### src/rtl/multi_channel_modulation_pkg.sv
// Shared types and defaults for the multi-channel modulation block.
// Holds the mode enum, default widths and the per-mode output gate function.
package modulation_pkg;

  typedef enum logic [1:0] {
    SQUARE    = 2'd0,
    PULSE     = 2'd1,
    HOLD_HIGH = 2'd2,
    HOLD_LOW  = 2'd3
  } mod_mode_e;

  localparam int CNT_W_DEF      = 8;
  localparam int DEFAULT_HP_DEF = 20;

  function automatic logic gate_of(
    input mod_mode_e m,
    input logic      ph,
    input logic      cnt_zero
  );
    logic r;
    r = 1'b0;
    unique case (m)
      SQUARE:    r = ph;
      PULSE:     r = ph & cnt_zero;
      HOLD_HIGH: r = 1'b1;
      HOLD_LOW:  r = 1'b0;
    endcase
    return r;
  endfunction

endpackage

### src/rtl/multi_channel_modulation_mod_channel.sv
// One modulation channel: half-period counter, phase bit, pending config.
// Ports: clk/rst, sync_edge, resync, enable, wr + cfg fields, gate (registered).
module mod_channel
  import modulation_pkg::*;
#(
  parameter int CNT_W      = CNT_W_DEF,
  parameter int DEFAULT_HP = DEFAULT_HP_DEF
) (
  input  logic             clk,
  input  logic             rst,
  input  logic             sync_edge,
  input  logic             resync,
  input  logic             enable,
  input  logic             wr,
  input  logic [CNT_W-1:0] wr_hp,
  input  logic [CNT_W-1:0] wr_phase,
  input  mod_mode_e        wr_mode,
  output logic             gate
);

  logic [CNT_W-1:0] hp, phase, cnt;
  logic [CNT_W-1:0] p_hp, p_phase;
  mod_mode_e        mode, p_mode;
  logic             pv, ph;

  logic [CNT_W-1:0] hp_n, phase_n, cnt_n;
  logic [CNT_W-1:0] hp_eff, hp_eff_n;
  logic [CNT_W:0]   cnt_inc;
  mod_mode_e        mode_n;
  logic             ph_n, apply;

  always_comb begin
    hp_eff  = (hp == '0) ? CNT_W'(1) : hp;
    cnt_inc = {1'b0, cnt} + (CNT_W+1)'(1);
    cnt_n   = cnt;
    ph_n    = ph;
    apply   = resync;
    if (!resync) begin
      if (sync_edge) begin
        if (cnt_inc < {1'b0, hp_eff}) begin
          cnt_n = cnt_inc[CNT_W-1:0];
        end else begin
          cnt_n = '0;
          ph_n  = ~ph;
          // full-period boundary is the 0->1 toggle
          apply = ~ph;
        end
      end
      if (!enable) apply = 1'b1;
    end
    hp_n    = hp;
    phase_n = phase;
    mode_n  = mode;
    if (apply && pv) begin
      hp_n    = p_hp;
      phase_n = p_phase;
      mode_n  = p_mode;
    end
    hp_eff_n = (hp_n == '0) ? CNT_W'(1) : hp_n;
    if (resync) begin
      cnt_n = (phase_n < hp_eff_n) ? phase_n : hp_eff_n - CNT_W'(1);
      ph_n  = 1'b1;
    end
  end

  always_ff @(posedge clk) begin
    if (rst) begin
      hp      <= CNT_W'(DEFAULT_HP);
      phase   <= '0;
      mode    <= SQUARE;
      p_hp    <= '0;
      p_phase <= '0;
      p_mode  <= SQUARE;
      pv      <= 1'b0;
      cnt     <= '0;
      ph      <= 1'b1;
      gate    <= 1'b1;
    end else begin
      hp    <= hp_n;
      phase <= phase_n;
      mode  <= mode_n;
      cnt   <= cnt_n;
      ph    <= ph_n;
      // a write in the apply cycle survives as the new pending value
      if (wr) begin
        p_hp    <= wr_hp;
        p_phase <= wr_phase;
        p_mode  <= wr_mode;
        pv      <= 1'b1;
      end else if (apply) begin
        pv <= 1'b0;
      end
      gate <= ~enable | gate_of(mode_n, ph_n, cnt_n == '0);
    end
  end

endmodule

### src/rtl/multi_channel_modulation.sv
// Top: sync edge detect, sync_tick, cfg decode, NUM_CH mod_channel instances.
// Ports: clk, rst, sync, resync, mod_enable, cfg_*, mod_out, sync_tick.
module multi_channel_modulation
  import modulation_pkg::*;
#(
  parameter int NUM_CH     = 4,
  parameter int CNT_W      = CNT_W_DEF,
  parameter int DEFAULT_HP = DEFAULT_HP_DEF
) (
  input  logic              clk,
  input  logic              rst,
  input  logic              sync,
  input  logic              resync,
  input  logic [NUM_CH-1:0] mod_enable,
  input  logic              cfg_wr,
  input  logic [3:0]        cfg_ch,
  input  logic [CNT_W-1:0]  cfg_half_period,
  input  logic [CNT_W-1:0]  cfg_phase,
  input  logic [1:0]        cfg_mode,
  output logic [NUM_CH-1:0] mod_out,
  output logic              sync_tick
);

  logic sync_q, sync_edge;
  logic [NUM_CH-1:0] wr;

  // sync_q resets high so a high sync at release is not an edge
  assign sync_edge = sync & ~sync_q;

  always_ff @(posedge clk) begin
    if (rst) begin
      sync_q    <= 1'b1;
      sync_tick <= 1'b0;
    end else begin
      sync_q    <= sync;
      sync_tick <= sync_edge;
    end
  end

  for (genvar i = 0; i < NUM_CH; i++) begin : g_ch
    assign wr[i] = cfg_wr && (cfg_ch == 4'(i));

    mod_channel #(
      .CNT_W      (CNT_W),
      .DEFAULT_HP (DEFAULT_HP)
    ) u_ch (
      .clk       (clk),
      .rst       (rst),
      .sync_edge (sync_edge),
      .resync    (resync),
      .enable    (mod_enable[i]),
      .wr        (wr[i]),
      .wr_hp     (cfg_half_period),
      .wr_phase  (cfg_phase),
      .wr_mode   (mod_mode_e'(cfg_mode)),
      .gate      (mod_out[i])
    );
  end

endmodule

### config.mk
export PLATFORM = sky130hd
export DESIGN_NAME = multi_channel_modulation
export DESIGN_NICKNAME = d
export VERILOG_FILES = /design/src/rtl/multi_channel_modulation_pkg.sv /design/src/rtl/multi_channel_modulation_mod_channel.sv /design/src/rtl/multi_channel_modulation.sv
export SDC_FILE = /design/constraint.sdc
export NUM_CORES = 1
export LEC_CHECK = 0
export CAP_MARGIN = 20
export CORE_ASPECT_RATIO = 1.1
export CORE_MARGIN = 1.5
export CORE_UTILIZATION = 57
export CTS_CLUSTER_SIZE = 12
export DETAILED_ROUTE_END_ITERATION = 8
export PLACE_DENSITY = 0.83
export SLEW_MARGIN = 20
export SYNTH_ARGS = -nofsm -noshare
export SYNTH_HDL_FRONTEND = slang
export SYNTH_SLANG_ARGS = --single-unit
### constraint.sdc
create_clock -name clk -period 6.7 [get_ports clk]
set_clock_uncertainty 0.2 [all_clocks]
set_input_delay 1.34 -clock clk [delete_from_list [all_inputs] [get_ports clk]]
set_output_delay 1.34 -clock clk [all_outputs]
set_load 0.05 [all_outputs]
==> key figures <==
Synthesis
  – Post-Syn Area: around 0.011 mm²
  – Async set or reset register ratio after synthesis: 0
  – Sequential share of the synthesized area: 0.342
  – Mapped Avg Cell Area: between 7 and 8 µm²
  – Synth cell types: between 80 and 90
  – Ranking of synthesized cells by area: dfxtp_1, nand2_1, ha_1
  – Post-synth EDFFs: 0
  – Synthesized flop and latch total: 190
  – Synth Instances: 1390
  – Net Count, Synth: roughly 1500
  – Yosys Warn Count: 0
  – Ys flop type: dfxtp_1
  – Yosys top cell by area: dfxtp_1
  – Most frequent cell after synthesis: nand2_1
  – Post-synth top area share: 0.342
  – Synth cell count leaders: nand2_1, dfxtp_1, a21oi_1, nor2_1, inv_1

STA
  – Slew Viols, Final: 0
  – Final hold violation count: 0
  – Final hold slack: between 0.2 and 0.3 ns
  – Final setup violation count: 0
  – Final worst slack: 0.333 ns
  – Tightest Pin Transition: between 0.9 and 1 ns
  – Max frequency: about 160 MHz
  – Slew margin rel.: 0.347
  – Fin crit period: 6.37 ns
  – Crit share post-route: 0.950

Global routing
  – Initial antenna violation count: 0
  – First-pass GRT wire length: 47300 µm
  – Aggregate global routing overflow: 0
  – Vias in the first global route: ~9600
  – Total GRT Usage: 0.293
  – Pin count of the biggest net entering global routing: 100

Min path
  – HP Class: register to register
  – Start point of the worst hold path: g_ch[3].u_ch.p_phase[6]$_SDFFE_PP0P_

Place
  – Pre-CTS setup slack: 0.287 ns
  – Placed insts: roughly 1600
  – Placed Area: 0.0115 mm²
  – DP HPWL: 21000 µm
  – RD Place Congestion: 0.943
  – Number of port buffers: 35

Routing
  – Number of remaining DRC errors: 0
  – Routed Antenna Nets: 0
  – DR vias: 10200
  – DRT iter0 DRCs: 953
  – Vias per cell: approximately 6.2
  – Routed wire length: around 29000 µm
  – Wirelength per Cell: 17.8 µm
  – Detailed Routing Iterations Pass 1: 5

Die
  – Core area: 0.0191 mm²
  – Ports: 36
  – Starting Density: 0.582
  – # rows: 53
  – Die area: 0.0203 mm²
  – Die width: 136 µm
  – Die H: 149 µm

Clock network
  – CTS tree: yes
  – Worst-Skew Late Latency: approximately 0.44 ns
  – CTS Buf Count: 17
  – Max Buffers Root-to-Sink: 2
  – Root buffer cell: clkbuf_16
  – Worst-path clk slew: 0.07 ns
  – CTS sink cnt: 190
  – CTS H-tree depth: 4

Setup path
  – Startpoint Class: register
  – CP Data Required Time: between 6 and 7 ns
  – Worst Setup Path Type: register to register
  – Reg2reg start: g_ch[2].u_ch.cnt[0]$_SDFF_PP0_
  – Setup crit end kind: register
  – Critical Path AT: 6.49 ns
  – Crit path max fanout: 28
  – CP startpoint: g_ch[2].u_ch.cnt[0]$_SDFF_PP0_

Layout
  – Design area: 0.0122 mm²
  – ANT cells: 0
  – Post-Layout Cell Count: 1645
  – Share of cells above drive strength 1: 0.0687
  – Nets: 1484
  – Area grow syn2layout: 9.59%
  – Fill cell count: ~1600

Power
  – Logic pwr share: 0.086
  – Psw: 0.615 mW
  – Lkg Pwr: approximately 5.2 nW
  – Internal: 1.79 mW
  – Worst vdd ir: ~0.20 mV
  – Part of the power in the clock network: 0.430
  – Net Sw Frac: 0.256
  – Post-layout power: between 2 and 2.5 mW
  – Pwr Density: 197 mW/mm²
  – Part of the power in registers: 0.484

Run status
  – Status: finished clean

Flow run
  – MaxCap Viol Count: 0
==> repair_timing <==
action / CTS / global route
endpoints found under the setup margin: 0 / 6
hold endpoints to repair: 0 / 0
hold buffers: 0 / 0
setup buffers: 0 / 2
gates resized for setup: 0 / 6
==> cell type report <==
type / count / area, µm² / share of cell area
Inverter: 75 / 282 / 0.0231
Multi-Input combinational cell: 1049 / 6690 / 0.549
Clock inverter: 14 / 158 / 0.0129
Timing Repair Buffer: 52 / 499 / 0.0410
Tap cell: 247 / 309 / 0.0254
Sequential cell: 190 / 3800 / 0.312
Clock buffer: 18 / 439 / 0.0361
==> critical path: stages, from the launching register on <==
cell	delay, ns
dfxtp_1	0.37
ha_1	0.23
and3_1	0.33
nand3_1	0.17
xnor2_1	0.17
ha_1	0.32
a21oi_1	0.14
nor2b_1	0.07
a311oi_2	0.38
nand2_1	0.24
ha_1	0.23
and3b_1	0.20
o21ai_2	0.18
buf_12	0.22
mux2_2	0.38
ha_1	0.31
a21o_1	0.16
a21o_2	0.20
a221o_1	0.37
or2_1	0.37
o311ai_0	0.45
nand4_1	0.17
o41ai_2	0.37
==> state kept, by name, summed over array words and instances, names as in the netlist, 8 cells and up <==
name / count
g_ch.u_ch.cnt: 32
g_ch.u_ch.hp: 32
g_ch.u_ch.mode: 8
g_ch.u_ch.p_hp: 32
g_ch.u_ch.p_mode: 8
g_ch.u_ch.p_phase: 32
g_ch.u_ch.phase: 32
==> final timing paths <==
path         cells past startpoint  slack, ns                                    to
max                             22       0.33          g_ch[2].u_ch.gate$_SDFF_PP1_
min reg2reg                      2       0.26  g_ch[3].u_ch.p_phase[6]$_SDFFE_PP0P_
max reg2reg                     22       0.33          g_ch[2].u_ch.gate$_SDFF_PP1_
min                              2       0.26  g_ch[3].u_ch.p_phase[6]$_SDFFE_PP0P_
==> per-stage QoR <==
step                 util  TNS (ns)
detailed placement  0.604         0
CTS                 0.635         0
global route        0.638  -0.00516
finish              0.638         0
floorplan               -         0
global placement    0.604         0
==> per-layer routing <==
metal	GRT usage	wire length, µm	vias up
li1	-	-	4937
met1	0.395	12700	4766
met2	0.480	13900	417
met3	0.0349	1930	77
met4	0.108	789	0
met5	0	0	-
==> cells in the final DEF (no fill, tap or decap), drive strengths merged, types with 8 or more instances in the layout <==
| cell | synthesis | layout |
|---|---|---|
| a2111oi | 11 | 11 |
| a211oi | 16 | 16 |
| a21oi | 125 | 125 |
| a221oi | 8 | 8 |
| a31oi | 9 | 9 |
| and2 | 9 | 9 |
| and3 | 9 | 9 |
| buf | 18 | 19 |
| clkbuf | 58 | 18 |
| clkdlybuf4s50 | 0 | 33 |
| dfxtp | 190 | 190 |
| ha | 68 | 68 |
| inv | 75 | 79 |
| mux2 | 12 | 12 |
| mux2i | 64 | 64 |
| nand2 | 229 | 229 |
| nand2b | 20 | 20 |
| nand3 | 27 | 27 |
| nand4 | 11 | 11 |
| nor2 | 116 | 116 |
| nor2b | 27 | 27 |
| nor3 | 38 | 38 |
| nor4 | 19 | 19 |
| o2111ai | 8 | 8 |
| o211ai | 18 | 18 |
| o21ai | 38 | 38 |
| o31ai | 15 | 15 |
| or2 | 8 | 8 |
| or3 | 12 | 12 |
| xnor2 | 24 | 24 |
| xor2 | 16 | 16 |
==> cells by family (layout without fill, tap and decap cells) <==
family | after synthesis | count (layout) | share of synthesized area
AOI/OAI and AO/OA | 314 | 314 | 0.187
xor gates and xnor gates | 40 | 40 | 0.0315
buffers and inverters | 151 | 159 | 0.0593
adders and majority gates | 68 | 68 | 0.0765
DFF | 190 | 190 | 0.342
and+or+nand+nor | 551 | 551 | 0.233
muxes | 76 | 76 | 0.0705
==> power groups by stage <==
stage	logic, mW	clock network (mW)	registers [mW]
after detailed placement	0.200	0	1.19
after global routing	0.225	1.08	1.17
after floorplan	0.139	0	1.18
final	0.206	1.03	1.16
after CTS	0.202	1.04	1.16
after global placement	0.197	0	1.19
No activity file was read; power rests on OpenSTA's default activity.
